--- src/rtl/memory_game_pkg.sv ---
// Shared types, constants and helpers for the LED memory game round controller.
package memory_game_pkg;

  typedef enum logic [2:0] {
    IDLE   = 3'd0,
    SHOW   = 3'd1,
    HIDE   = 3'd2,
    JUDGE  = 3'd3,
    RESULT = 3'd4,
    OVER   = 3'd5
  } state_e;

  localparam logic [7:0] SEG_MATCH = 8'hFF;
  localparam logic [7:0] SEG_MISS  = 8'h80;
  localparam logic [7:0] SEG_OVER  = 8'h40;
  localparam logic [7:0] SEG_OFF   = 8'h00;

  // Feedback taps q[7], q[5], q[4], q[3].
  localparam logic [7:0] LFSR_TAPS = 8'b1011_1000;

  // XOR of the tapped LFSR bits.
  function automatic logic lfsr_feedback(input logic [7:0] q);
    return ^(q & LFSR_TAPS);
  endfunction

  // The target is the low six bits of the LFSR; the top two bits only feed back.
  function automatic logic [5:0] target_from_lfsr(input logic [7:0] q);
    return q[5:0];
  endfunction

  // Score increment that sticks at 15.
  function automatic logic [3:0] sat_inc4(input logic [3:0] v);
    return (v == 4'hF) ? 4'hF : (v + 4'd1);
  endfunction

endpackage

--- src/rtl/lfsr8.sv ---
// Free-running 8-bit Fibonacci LFSR used as the target pattern source.
module lfsr8
  import memory_game_pkg::*;
#(
  parameter logic [7:0] SEED = 8'hA5
) (
  input  logic       clk_2,
  input  logic       reset,
  output logic [7:0] q
);

  logic [7:0] q_q;
  logic [7:0] q_d;

  // Next value: shift left, new bit from the tap feedback.
  always_comb begin
    q_d = {q_q[6:0], lfsr_feedback(q_q)};
  end

  // LFSR register, reloads the seed on reset.
  always_ff @(posedge clk_2) begin
    if (!reset) begin
      q_q <= SEED;
    end else begin
      q_q <= q_d;
    end
  end

  assign q = q_q;

endmodule

--- src/rtl/memory_round_ctrl.sv ---
// Round controller for the binary LED memory game: target generation,
// show/hide timing, guess judging, score/lives/round tracking.
module memory_round_ctrl
  import memory_game_pkg::*;
#(
  parameter int         SHOW_CYCLES   = 8,
  parameter int         RESULT_CYCLES = 4,
  parameter int         NLIVES        = 3,
  parameter logic [7:0] LFSR_SEED     = 8'hA5
) (
  input  logic       clk_2,
  input  logic       reset,
  input  logic       start,
  input  logic       commit,
  input  logic [5:0] guess,
  output logic [7:0] led,
  output logic [7:0] seg,
  output logic [3:0] score,
  output logic [1:0] lives,
  output logic [7:0] round,
  output logic       game_over,
  output logic [5:0] target_dbg
);

  localparam int MAX_CYCLES = (SHOW_CYCLES > RESULT_CYCLES) ? SHOW_CYCLES : RESULT_CYCLES;
  localparam int TW         = $clog2(MAX_CYCLES + 1);

  localparam logic [TW-1:0] SHOW_LOAD   = TW'(SHOW_CYCLES - 1);
  localparam logic [TW-1:0] RESULT_LOAD = TW'(RESULT_CYCLES - 1);
  localparam logic [TW-1:0] TIMER_ZERO  = TW'(0);
  localparam logic [TW-1:0] TIMER_ONE   = TW'(1);
  localparam logic [1:0]    LIVES_INIT  = 2'(NLIVES);

  state_e        state_q, state_d;
  logic [TW-1:0] timer_q, timer_d;
  logic [5:0]    target_q, target_d;
  logic [5:0]    guess_q, guess_d;
  logic          match_q, match_d;
  logic [3:0]    score_q, score_d;
  logic [1:0]    lives_q, lives_d;
  logic [7:0]    round_q, round_d;
  logic [7:0]    led_q, led_d;
  logic [7:0]    seg_q, seg_d;
  logic          game_over_q, game_over_d;
  logic          start_q, commit_q;
  logic          start_rise_s, commit_rise_s;
  logic [7:0]    lfsr_q;

  lfsr8 #(
    .SEED (LFSR_SEED)
  ) u_lfsr (
    .clk_2 (clk_2),
    .reset (reset),
    .q     (lfsr_q)
  );

  assign start_rise_s  = start & ~start_q;
  assign commit_rise_s = commit & ~commit_q;

  // Next-state, timer and score/lives/round bookkeeping.
  always_comb begin
    state_d  = state_q;
    timer_d  = timer_q;
    target_d = target_q;
    guess_d  = guess_q;
    match_d  = match_q;
    score_d  = score_q;
    lives_d  = lives_q;
    round_d  = round_q;
    case (state_q)
      IDLE, OVER: begin
        if (start_rise_s) begin
          state_d  = SHOW;
          timer_d  = SHOW_LOAD;
          target_d = target_from_lfsr(lfsr_q);
          score_d  = 4'd0;
          lives_d  = LIVES_INIT;
          round_d  = 8'd1;
        end else begin
          state_d = state_q;
        end
      end
      SHOW: begin
        if (timer_q == TIMER_ZERO) begin
          state_d = HIDE;
        end else begin
          timer_d = timer_q - TIMER_ONE;
        end
      end
      HIDE: begin
        if (commit_rise_s) begin
          state_d = JUDGE;
          guess_d = guess;
        end else begin
          state_d = HIDE;
        end
      end
      JUDGE: begin
        state_d = RESULT;
        timer_d = RESULT_LOAD;
        if (guess_q == target_q) begin
          match_d = 1'b1;
          score_d = sat_inc4(score_q);
        end else begin
          match_d = 1'b0;
          // Never reached with zero lives, the guard only keeps the count from wrapping.
          lives_d = (lives_q == 2'd0) ? 2'd0 : (lives_q - 2'd1);
        end
      end
      RESULT: begin
        if (timer_q != TIMER_ZERO) begin
          timer_d = timer_q - TIMER_ONE;
        end else if (lives_q == 2'd0) begin
          state_d = OVER;
        end else begin
          state_d  = SHOW;
          timer_d  = SHOW_LOAD;
          target_d = target_from_lfsr(lfsr_q);
          round_d  = round_q + 8'd1;
        end
      end
      default: begin
        state_d = IDLE;
      end
    endcase
  end

  // Output decode from the next state so every output is a flop.
  always_comb begin
    led_d       = 8'h00;
    seg_d       = SEG_OFF;
    game_over_d = 1'b0;
    case (state_d)
      SHOW: begin
        led_d = {2'b00, target_d};
      end
      RESULT: begin
        seg_d = match_d ? SEG_MATCH : SEG_MISS;
      end
      OVER: begin
        seg_d       = SEG_OVER;
        game_over_d = 1'b1;
      end
      default: begin
        led_d = 8'h00;
      end
    endcase
  end

  // FSM state register.
  always_ff @(posedge clk_2) begin
    if (!reset) begin
      state_q <= IDLE;
    end else begin
      state_q <= state_d;
    end
  end

  // Datapath, output and edge-detect registers; edge history resets high so a held switch is not an edge.
  always_ff @(posedge clk_2) begin
    if (!reset) begin
      timer_q     <= TIMER_ZERO;
      target_q    <= 6'd0;
      guess_q     <= 6'd0;
      match_q     <= 1'b0;
      score_q     <= 4'd0;
      lives_q     <= LIVES_INIT;
      round_q     <= 8'd0;
      led_q       <= 8'h00;
      seg_q       <= SEG_OFF;
      game_over_q <= 1'b0;
      start_q     <= 1'b1;
      commit_q    <= 1'b1;
    end else begin
      timer_q     <= timer_d;
      target_q    <= target_d;
      guess_q     <= guess_d;
      match_q     <= match_d;
      score_q     <= score_d;
      lives_q     <= lives_d;
      round_q     <= round_d;
      led_q       <= led_d;
      seg_q       <= seg_d;
      game_over_q <= game_over_d;
      start_q     <= start;
      commit_q    <= commit;
    end
  end

  assign led        = led_q;
  assign seg        = seg_q;
  assign score      = score_q;
  assign lives      = lives_q;
  assign round      = round_q;
  assign game_over  = game_over_q;
  assign target_dbg = target_q;

endmodule
--- config.mk ---
export PLATFORM = sky130hd
export DESIGN_NAME = memory_round_ctrl
export DESIGN_NICKNAME = d
export VERILOG_FILES = /design/src/rtl/memory_game_pkg.sv /design/src/rtl/lfsr8.sv /design/src/rtl/memory_round_ctrl.sv
export SDC_FILE = /design/constraint.sdc
export NUM_CORES = 1
export LEC_CHECK = 0
export BUFFER_PORTS_ARGS = -buffer_cell sky130_fd_sc_hd__buf_2
export CORE_MARGIN = 4
export CORE_UTILIZATION = 40
export DETAILED_ROUTE_END_ITERATION = 16
export GPL_ROUTABILITY_DRIVEN = 0
export SYNTH_ARGS = -nofsm -noshare
export SYNTH_HDL_FRONTEND = slang
export SYNTH_HIERARCHICAL = 1
export SYNTH_SLANG_ARGS = --single-unit
--- constraint.sdc ---
create_clock -name clk_2 -period 3.4 [get_ports clk_2]
set_input_delay 0.17 -clock clk_2 [delete_from_list [all_inputs] [get_ports clk_2]]
set_output_delay 0.17 -clock clk_2 [all_outputs]
set_load 0.02 [all_outputs]
==> flow_metrics.py, run 1 <==
metrics = {
    "power": {
        "leakage_uw": 0.001181,
        "power_density_nw_per_um2": 411.8,
        "ir_drop_mv": 0.2681,
    },
    "place": {
        "dp_hpwl_um": 3889,
        "numPortBuffers": 44,
    },
    "drt": {
        "vias": 2029,
        "final_antenna_net_count": 0,
        "drtIter0Drc": 96,
        "viasPerCell": 5.382,
        "drcViolationCount": 0,
        "drt-total-wl_um": 5494,
        "wire_per_inst_um": 14.57,
        "drt_pass1_iterations": 4,
    },
    "grt": {
        "grt_pass1_vias": 1889,
        "grt_overflow": 0,
        "grt_pass1_wl_um": 9087,
        "grt_max_degree": 26,
        "antenna_found_initial": 0,
        "track_usage_pct": 14.99,
    },
    "cts": {
        "clk_latency_ps": 300,
        "cts_tree": "built",
        "cts_root_buf": "clkbuf_8",
        "cts_resized": 0,
        "htree_levels": 2,
        "cts.sinks": 54,
        "cts_setup_buffers": 0,
        "cts_buffers": 5,
        "hold_buffers": 0,
        "clockBufferDepth": 2,
        "clkSlewWorstSetupHoldPaths_ps": 100,
    },
    "sta": {
        "fmax_mhz": 412.0,
        "relSlewSlack_pct": 53.05,
        "rsz0062_at_grt": "no",
        "timing.final.hold_violations": 0,
        "fin_skew_ps": 9.972,
        "setup_viol": 0,
        "finalCritPeriodShare_pct": 71.39,
        "drv_slew": 0,
        "fin_crit_ps": 2427,
        "tightest_slew_ps": 703.5,
        "setup_tns_ps": 0,
    },
    "critical_path": {
        "end_kind": "flip-flop",
        "regToRegEndpoint": "round[4]",
        "cp.depth": 6,
        "rr_worst_depth": 6,
        "crit_required_ps": 3650,
        "slowest_stage": "or4_1",
        "cp-start-kind": "flip-flop",
        "cp_cell_sequence": "inv_1, ha_1, or3b_4, or4_1, a2111o_1, nand2_1",
        "reg2reg_setup_slack_ps": 970,
        "r2r-start": "timer_q[0]",
        "cp.buffers_inverters": 1,
        "slowest_delay_ps": 750,
        "crit_path_max_fanout": 14,
        "arrival_ps": 2680,
        "cp_top_family": "simple AND/OR/NAND/NOR gates",
        "critPathKind": "flip-flop to flip-flop",
    },
    "flow_run": {
        "cap_violations": 0,
    },
    "die": {
        "fp.dieW_um": 86.82,
        "die_h_um": 86.82,
        "ios": 47,
        "num_rows": 28,
        "initial_core_util_pct": 41.48,
        "core_sq_um": 5991,
        "design.die.area_sq_um": 7537,
    },
    "outcome": {
        "status": "finished, final reports clean",
    },
    "worst_hold_path": {
        "hold_end": "commit_q",
        "hold_class": "input port to flip-flop",
        "hold_depth": 2,
        "hold_path_startpoint": "commit",
    },
    "final_layout": {
        "fillers": 590,
        "insertedDiodeCount": 0,
        "utilization_pct": 46.09,
        "fin_nets": 314,
        "syn2layout_area_growth_pct": 11.13,
        "drive_above_1_share_pct": 18.87,
    },
    "synth": {
        "avgSynthCellArea_sq_um": 9.102,
        "synth_area_sq_um": 2485,
        "yosys_warnings": 6,
        "synthCells": 273,
    },
}
-- through the flow --
stage / setup WS (ps) / hold slack [ps] / instances / power (uW) / cell area, sq um
floorplan: 1321 / 231.9 / 274 / 774.6 / 2489
global placement: 1054 / 371.6 / 369 / 795.3 / 2671
detailed placement: 1007 / 374.7 / 369 / 794.8 / 2671
CTS: 967.8 / 58.78 / 377 / 1150 / 2761
global route: 849.3 / 62.01 / 377 / 1195 / 2761
finish: 972.7 / 66.05 / 377 / 1137 / 2761
-- power by group --
part / switching [uW] / internal, uW
logic: 64.0 / 46.5
registers: 18.9 / 652
clock network: 211 / 145
-- worst max-delay path by stage --
stage | slack (ps) | end | from
6_report | 970 | round[4] | timer_q[0]
5_1_grt | 850 | round[7] | timer_q[0]
3_3_place_gp | 1050 | round[7] | timer_q[0]
3_5_place_dp | 1010 | round[7] | timer_q[0]
4_1_cts | 970 | round[4] | timer_q[0]
2_1_floorplan | 1320 | round[7] | timer_q[0]
-- layer usage --
layer / track usage [%] / vias up / wire length (um)
met3: 4.087 / 6 / 285
met2: 22.98 / 53 / 2500
li1: - / 1037 / -
met5: 0 / - / 0
met4: 3.966 / 0 / 46
met1: 20.74 / 933 / 2660
-- final cells by class --
cell class	count	area (sq um)	share of cell area, %
Timing Repair Buffer	47	242.7	8.790
Inverter	11	41.29	1.495
Sequential cell	54	1081	39.15
Clock buffer	5	68.82	2.492
Tap cell	75	93.84	3.398
Multi-Input combinational cell	182	1212	43.91
Clock inverter	3	21.27	0.7703
-- sequential cells by signal (all words and copies together) (netlist names), 2 cells and up --
register    cells
score           4
target_dbg      6
timer_q         4
lives           2
seg             3
u_lfsr/q        8
state_q         3
round           8
guess_q         6
led             6
-- placed cells by master, fill, tap and decap left out, types with 4 or more instances in the layout --
master and n:
nor2_1 11, o2111ai_1 6, and2_1 4, nand2_1 17
nor3_1 6, clkbuf_8 5, nor3b_1 4, buf_2 44
a2111o_1 4, o21ai_0 11, inv_1 11, a21oi_1 21
mux2i_1 12, xnor2_1 7, a31oi_1 4, dfxtp_1 54
nand3_1 13, xor2_1 5, nand2b_1 11
Note: power is estimated with default switching activity, not from simulation.
==> run 2: changes to the inputs <==
clock period = 2.2 ns   (was 3.4 ns; I/O delays follow)
==> run 2 against run 1 <==
Global-route usage is 0.70 points higher. Non-clock buffer count is 12 higher. Sequential power is 54% higher. Sequential cell count stayed put. Register-to-register slack worse by 850 ps. Design area is 5.3% higher. First-iteration DRC count is 3.1% lower. Total power is 78% higher. Routed wire length is 1.9% higher. Clock skew is 3.5 ps lower. Clock power is 130% higher. Critical path type unchanged. Largest power group unchanged. Highest routed layer unchanged.
==> flow_metrics.py, run 2 (same netlist as run 1, synthesis figures left out) <==
metrics = {
    "outcome": {
        "status": "finished, final reports clean",
    },
    "final_layout": {
        "insertedDiodeCount": 0,
        "drive_above_1_share_pct": 22.29,
        "final_common_cell": "dfxtp_1",
        "mostFrequentLayoutCells": "dfxtp_1, buf_2, a21oi_1",
        "fin_nets": 326,
        "syn2layout_area_growth_pct": 17.02,
    },
    "power": {
        "combPwrFrac_pct": 9.3,
        "p_seq_share_pct": 50.9,
        "ir_drop_mv": 0.4125,
        "power_uw": 2026,
        "p_int_uw": 1574,
        "power.switching_uw": 452.3,
        "swShare_pct": 22.32,
        "leakage_uw": 0.001266,
        "power_density_nw_per_um2": 696.8,
        "clkPwrFrac_pct": 39.8,
    },
    "cts": {
        "cts_tree": "built",
        "cts_resized": 0,
        "clkSlewWorstSetupHoldPaths_ps": 100,
        "cts.sinks": 54,
        "cts_root_buf": "clkbuf_8",
        "clockBufferDepth": 2,
        "cts_setup_buffers": 0,
        "clk_latency_ps": 300,
        "hold_buffers": 0,
        "cts_buffers": 5,
        "htree_levels": 2,
    },
    "critical_path": {
        "critPathKind": "flip-flop to flip-flop",
        "arrival_ps": 2280,
        "rr_worst_depth": 7,
        "reg2reg_setup_slack_ps": 120,
        "crit_required_ps": 2410,
        "crit_path_max_fanout": 5,
        "regToRegEndpoint": "timer_q[2]",
        "r2r-start": "timer_q[0]",
        "end_kind": "flip-flop",
        "cp-start-kind": "flip-flop",
    },
    "drt": {
        "drcViolationCount": 0,
        "drt-total-wl_um": 5601,
        "drt_pass1_iterations": 4,
        "vias": 2095,
        "viasPerCell": 5.386,
        "wire_per_inst_um": 14.40,
        "drtIter0Drc": 93,
        "final_antenna_net_count": 0,
    },
    "sta": {
        "fin_skew_ps": 6.515,
        "fin_crit_ps": 2076,
        "fmax_mhz": 481.6,
        "rsz0062_at_grt": "no",
        "setup_slack_ps": 123.7,
        "setup_tns_ps": 0,
        "finalCritPeriodShare_pct": 94.38,
        "timing.final.hold_violations": 0,
        "setup_viol": 0,
        "drv_slew": 0,
    },
    "die": {
        "design.die.area_sq_um": 7537,
        "ios": 47,
        "core_sq_um": 5991,
        "die_h_um": 86.82,
        "fp.dieW_um": 86.82,
        "initial_core_util_pct": 41.48,
        "num_rows": 28,
    },
    "grt": {
        "grt_overflow": 0,
        "grt_max_degree": 25,
        "grt_pass1_wl_um": 9473,
        "track_usage_pct": 15.68,
        "grt_pass1_vias": 1964,
        "antenna_found_initial": 0,
    },
    "worst_hold_path": {
        "hold_depth": 2,
        "hold_end": "commit_q",
        "hold_path_startpoint": "commit",
        "hold_class": "input port to flip-flop",
    },
    "place": {
        "dpl_worst_slack_ps": 52.33,
        "dp_hpwl_um": 4182,
        "numPortBuffers": 44,
    },
    "flow_run": {
        "cap_violations": 0,
    },
}
-- run 2: changes by cell type in the layout (fill, tap and decap cells not counted), sizes merged --
cell,before,now
clkinv,2,0
bufinv,0,2
buf,47,59
clkbuf,5,6
clkinvlp,1,0
-- run 2: layout make-up --
class,count,area (sq um)
Fill cell,592,3083
Multi-Input combinational cell,182,1216
Sequential cell,54,1081
Timing Repair Buffer,59,332.8
Tap cell,75,93.84
Clock buffer,6,82.58
Clock inverter,2,60.06
Inverter,11,41.29
-- run 2: worst max-delay path, cell delays in order, from the launching register on --
cell and delay, ps:
dfxtp_1 340, inv_1 60, ha_1 150, buf_4 130, or4bb_1 450, nor4b_1 190, or3_1 420, o2111a_1 250
-- run 2: how the worst max path moves through the flow --
stage / from / to / slack [ps]
finish: timer_q[0] / timer_q[2] / 120
floorplan: timer_q[0] / round[7] / 120
CTS: timer_q[0] / round[4] / 20
global route: timer_q[0] / timer_q[2] / 30
global placement: timer_q[0] / round[7] / 80
detailed placement: timer_q[0] / round[4] / 50
-- run 2: routing by layer --
| layer | track usage [%] | vias to the layer above | share of wire (%) |
|---|---|---|---|
| met5 | 0 | - | 0 |
| met4 | 2.975 | 0 | 0.79 |
| met3 | 3.802 | 5 | 4.7 |
| met2 | 25.05 | 40 | 47 |
| met1 | 21.63 | 989 | 48 |
| li1 | - | 1061 | - |
-- run 2: power by group through the flow --
stage	Combinational (uW)	Clock (uW)	Sequential [uW]
2_1_floorplan	142	0	1060
5_1_grt	211	863	1040
3_3_place_gp	187	0	1050
4_1_cts	189	823	1030
6_report	189	806	1030
3_5_place_dp	189	0	1050
-- run 2: per-stage QoR --
| step | util (%) | hold slack [ps] | cell area [sq um] | std cells |
|---|---|---|---|---|
| after floorplan | - | 171.9 | 2489 | 274 |
| after global placement | 46.09 | 316.4 | 2761 | 381 |
| after detailed placement | 46.09 | 317.6 | 2761 | 381 |
| after CTS | 48.48 | 4.020 | 2904 | 389 |
| after global routing | 48.54 | 11.28 | 2908 | 389 |
| final | 48.54 | 7.118 | 2908 | 389 |
==> run 3: changes to the inputs <==
ABC_AREA = 1   (was not set)
HOLD_SLACK_MARGIN = 0.06   (was not set)
SETUP_SLACK_MARGIN = 0.4   (was not set)
==> run 3 against run 2 <==
Sequential cell count stayed put. Global-route usage is 1.2 points lower. Clock power is 33% lower. Die area is 1.4% higher. Setup slack better by 480 ps. Clock skew hardly changed. Cell count is 20% higher. First-iteration DRC count is 22% higher. Clock-buffer cell count stayed put. Critical path depth is 3 higher.
==> flow_metrics.py, run 3 <==
metrics = {
    "sta": {
        "finalCritPeriodShare_pct": 72.75,
        "relSlewSlack_pct": 64.83,
        "setup_tns_ps": 0,
        "drv_slew": 0,
        "fmax_mhz": 624.8,
        "fin_crit_ps": 1601,
        "setup_slack_ps": 599.5,
        "timing.final.hold_violations": 0,
        "tightest_slew_ps": 527.0,
        "setup_viol": 0,
        "rsz0062_at_grt": "no",
        "fin_skew_ps": 6.894,
    },
    "flow_run": {
        "cap_violations": 0,
    },
    "die": {
        "fp.dieW_um": 87.43,
        "die_h_um": 87.43,
        "num_rows": 28,
        "design.die.area_sq_um": 7644,
        "core_sq_um": 6026,
        "initial_core_util_pct": 41.88,
        "ios": 47,
    },
    "critical_path": {
        "crit_required_ps": 2400,
        "arrival_ps": 1800,
        "cp-start-kind": "flip-flop",
        "crit_path_max_fanout": 6,
        "end_kind": "flip-flop",
        "critPathKind": "flip-flop to flip-flop",
    },
    "cts": {
        "clk_latency_ps": 310,
        "htree_levels": 2,
        "cts.sinks": 54,
        "cts_buffers": 5,
        "cts_root_buf": "clkbuf_8",
        "clkSlewWorstSetupHoldPaths_ps": 100,
        "clockBufferDepth": 2,
        "cts_tree": "built",
    },
    "synth": {
        "synthCells": 353,
        "yosys_warnings": 6,
        "synth_area_sq_um": 2524,
        "avgSynthCellArea_sq_um": 7.149,
    },
    "place": {
        "numPortBuffers": 44,
        "dp_hpwl_um": 3834,
        "post-place-cells": 455,
        "dpl_worst_slack_ps": 482.3,
    },
    "drt": {
        "drt-total-wl_um": 5291,
        "drtIter0Drc": 113,
        "drt_pass1_iterations": 4,
        "final_antenna_net_count": 0,
        "drcViolationCount": 0,
        "vias": 2193,
        "viasPerCell": 4.706,
        "wire_per_inst_um": 11.35,
    },
    "final_layout": {
        "regArea_sq_um": 1081,
        "fillers": 640,
        "syn2layout_area_growth_pct": 12.49,
        "drive_above_1_share_pct": 20.46,
        "stdcell_count": 466,
        "insertedDiodeCount": 0,
        "multi_input_area_sq_um": 1124,
        "utilization_pct": 47.11,
        "final_common_cell": "nand2_1",
        "fin_nets": 404,
        "mostFrequentLayoutCells": "nand2_1, dfxtp_1, inv_1",
    },
    "outcome": {
        "status": "finished, final reports clean",
    },
    "power": {
        "combPwrFrac_pct": 34.2,
        "p_seq_share_pct": 45.3,
        "leakage_uw": 0.001443,
        "ir_drop_mv": 0.3419,
        "power_density_nw_per_um2": 923.7,
        "clkPwrFrac_pct": 20.5,
        "p_int_uw": 1620,
        "power.switching_uw": 1002,
        "swShare_pct": 38.21,
    },
    "grt": {
        "grt_overflow": 0,
        "grt_pass1_wl_um": 8852,
        "grt_max_degree": 25,
        "antenna_found_initial": 0,
        "track_usage_pct": 14.50,
        "grt_pass1_vias": 2011,
    },
    "worst_hold_path": {
        "hold_class": "input port to flip-flop",
    },
}
## run 3: worst max-delay path: stages, from the launching register on
cell	delay, ps
dfxtp_1	320
inv_1	70
ha_1	220
nand2_1	160
inv_1	90
o21ai_1	210
nor2_1	60
nand2_1	100
nor2_1	60
nand2_2	140
nor2_1	60
## run 3: path summary, 6_finish.rpt
| check | start | to | slack [ps] | depth (start not counted) |
|---|---|---|---|---|
| setup / recovery | timer_q[0] | led[0] | 600 | 10 |
| hold reg to reg | u_lfsr/q[6] | u_lfsr/q[7] | 410 | 2 |
| hold / removal | guess[4] | guess_q[4] | 80 | 3 |
| setup reg to reg | timer_q[0] | led[0] | 600 | 10 |
## run 3: layer usage
| metal | part of all wire, % | vias to the layer above | GRT usage (%) |
|---|---|---|---|
| met5 | 0 | - | 0 |
| met4 | 1.6 | 0 | 4.881 |
| met3 | 4.5 | 8 | 3.122 |
| met2 | 46 | 43 | 23.90 |
| met1 | 48 | 986 | 18.70 |
| li1 | - | 1156 | - |
## run 3: stage by stage
step,instance area (sq um),power [uW],hold slack (ps)
after global routing,2839,2835,90.82
after floorplan,2527,1909,216.6
after global placement,2714,2083,312.1
final,2839,2622,83.73
after detailed placement,2714,2095,314.1
after CTS,2814,2642,78.97
## run 3: power groups by stage
stage          logic (uW)  clock network (uW)  registers [uW]
2_1_floorplan         654                   0            1250
3_3_place_gp          875                   0            1210
3_5_place_dp          884                   0            1210
4_1_cts               891                 561            1190
5_1_grt              1040                 592            1210
6_report              896                 538            1190
## run 3: layout make-up
class	instances	area share, %
inverter	56	7.492
multi-input combinational	227	39.58
clock buffer	6	2.556
clock inverter	1	0.2644
tap	75	3.305
timing repair buffer	47	8.726
sequential	54	38.08
## run 3: what timing repair did
| item | CTS | global route |
|---|---|---|
| endpoints found under the hold margin | 2 | 0 |
| resized for setup | 0 | 4 |
| hold buffers | 2 | 0 |
| setup buffers | 0 | 0 |
| setup endpoints to repair | 0 | 22 |
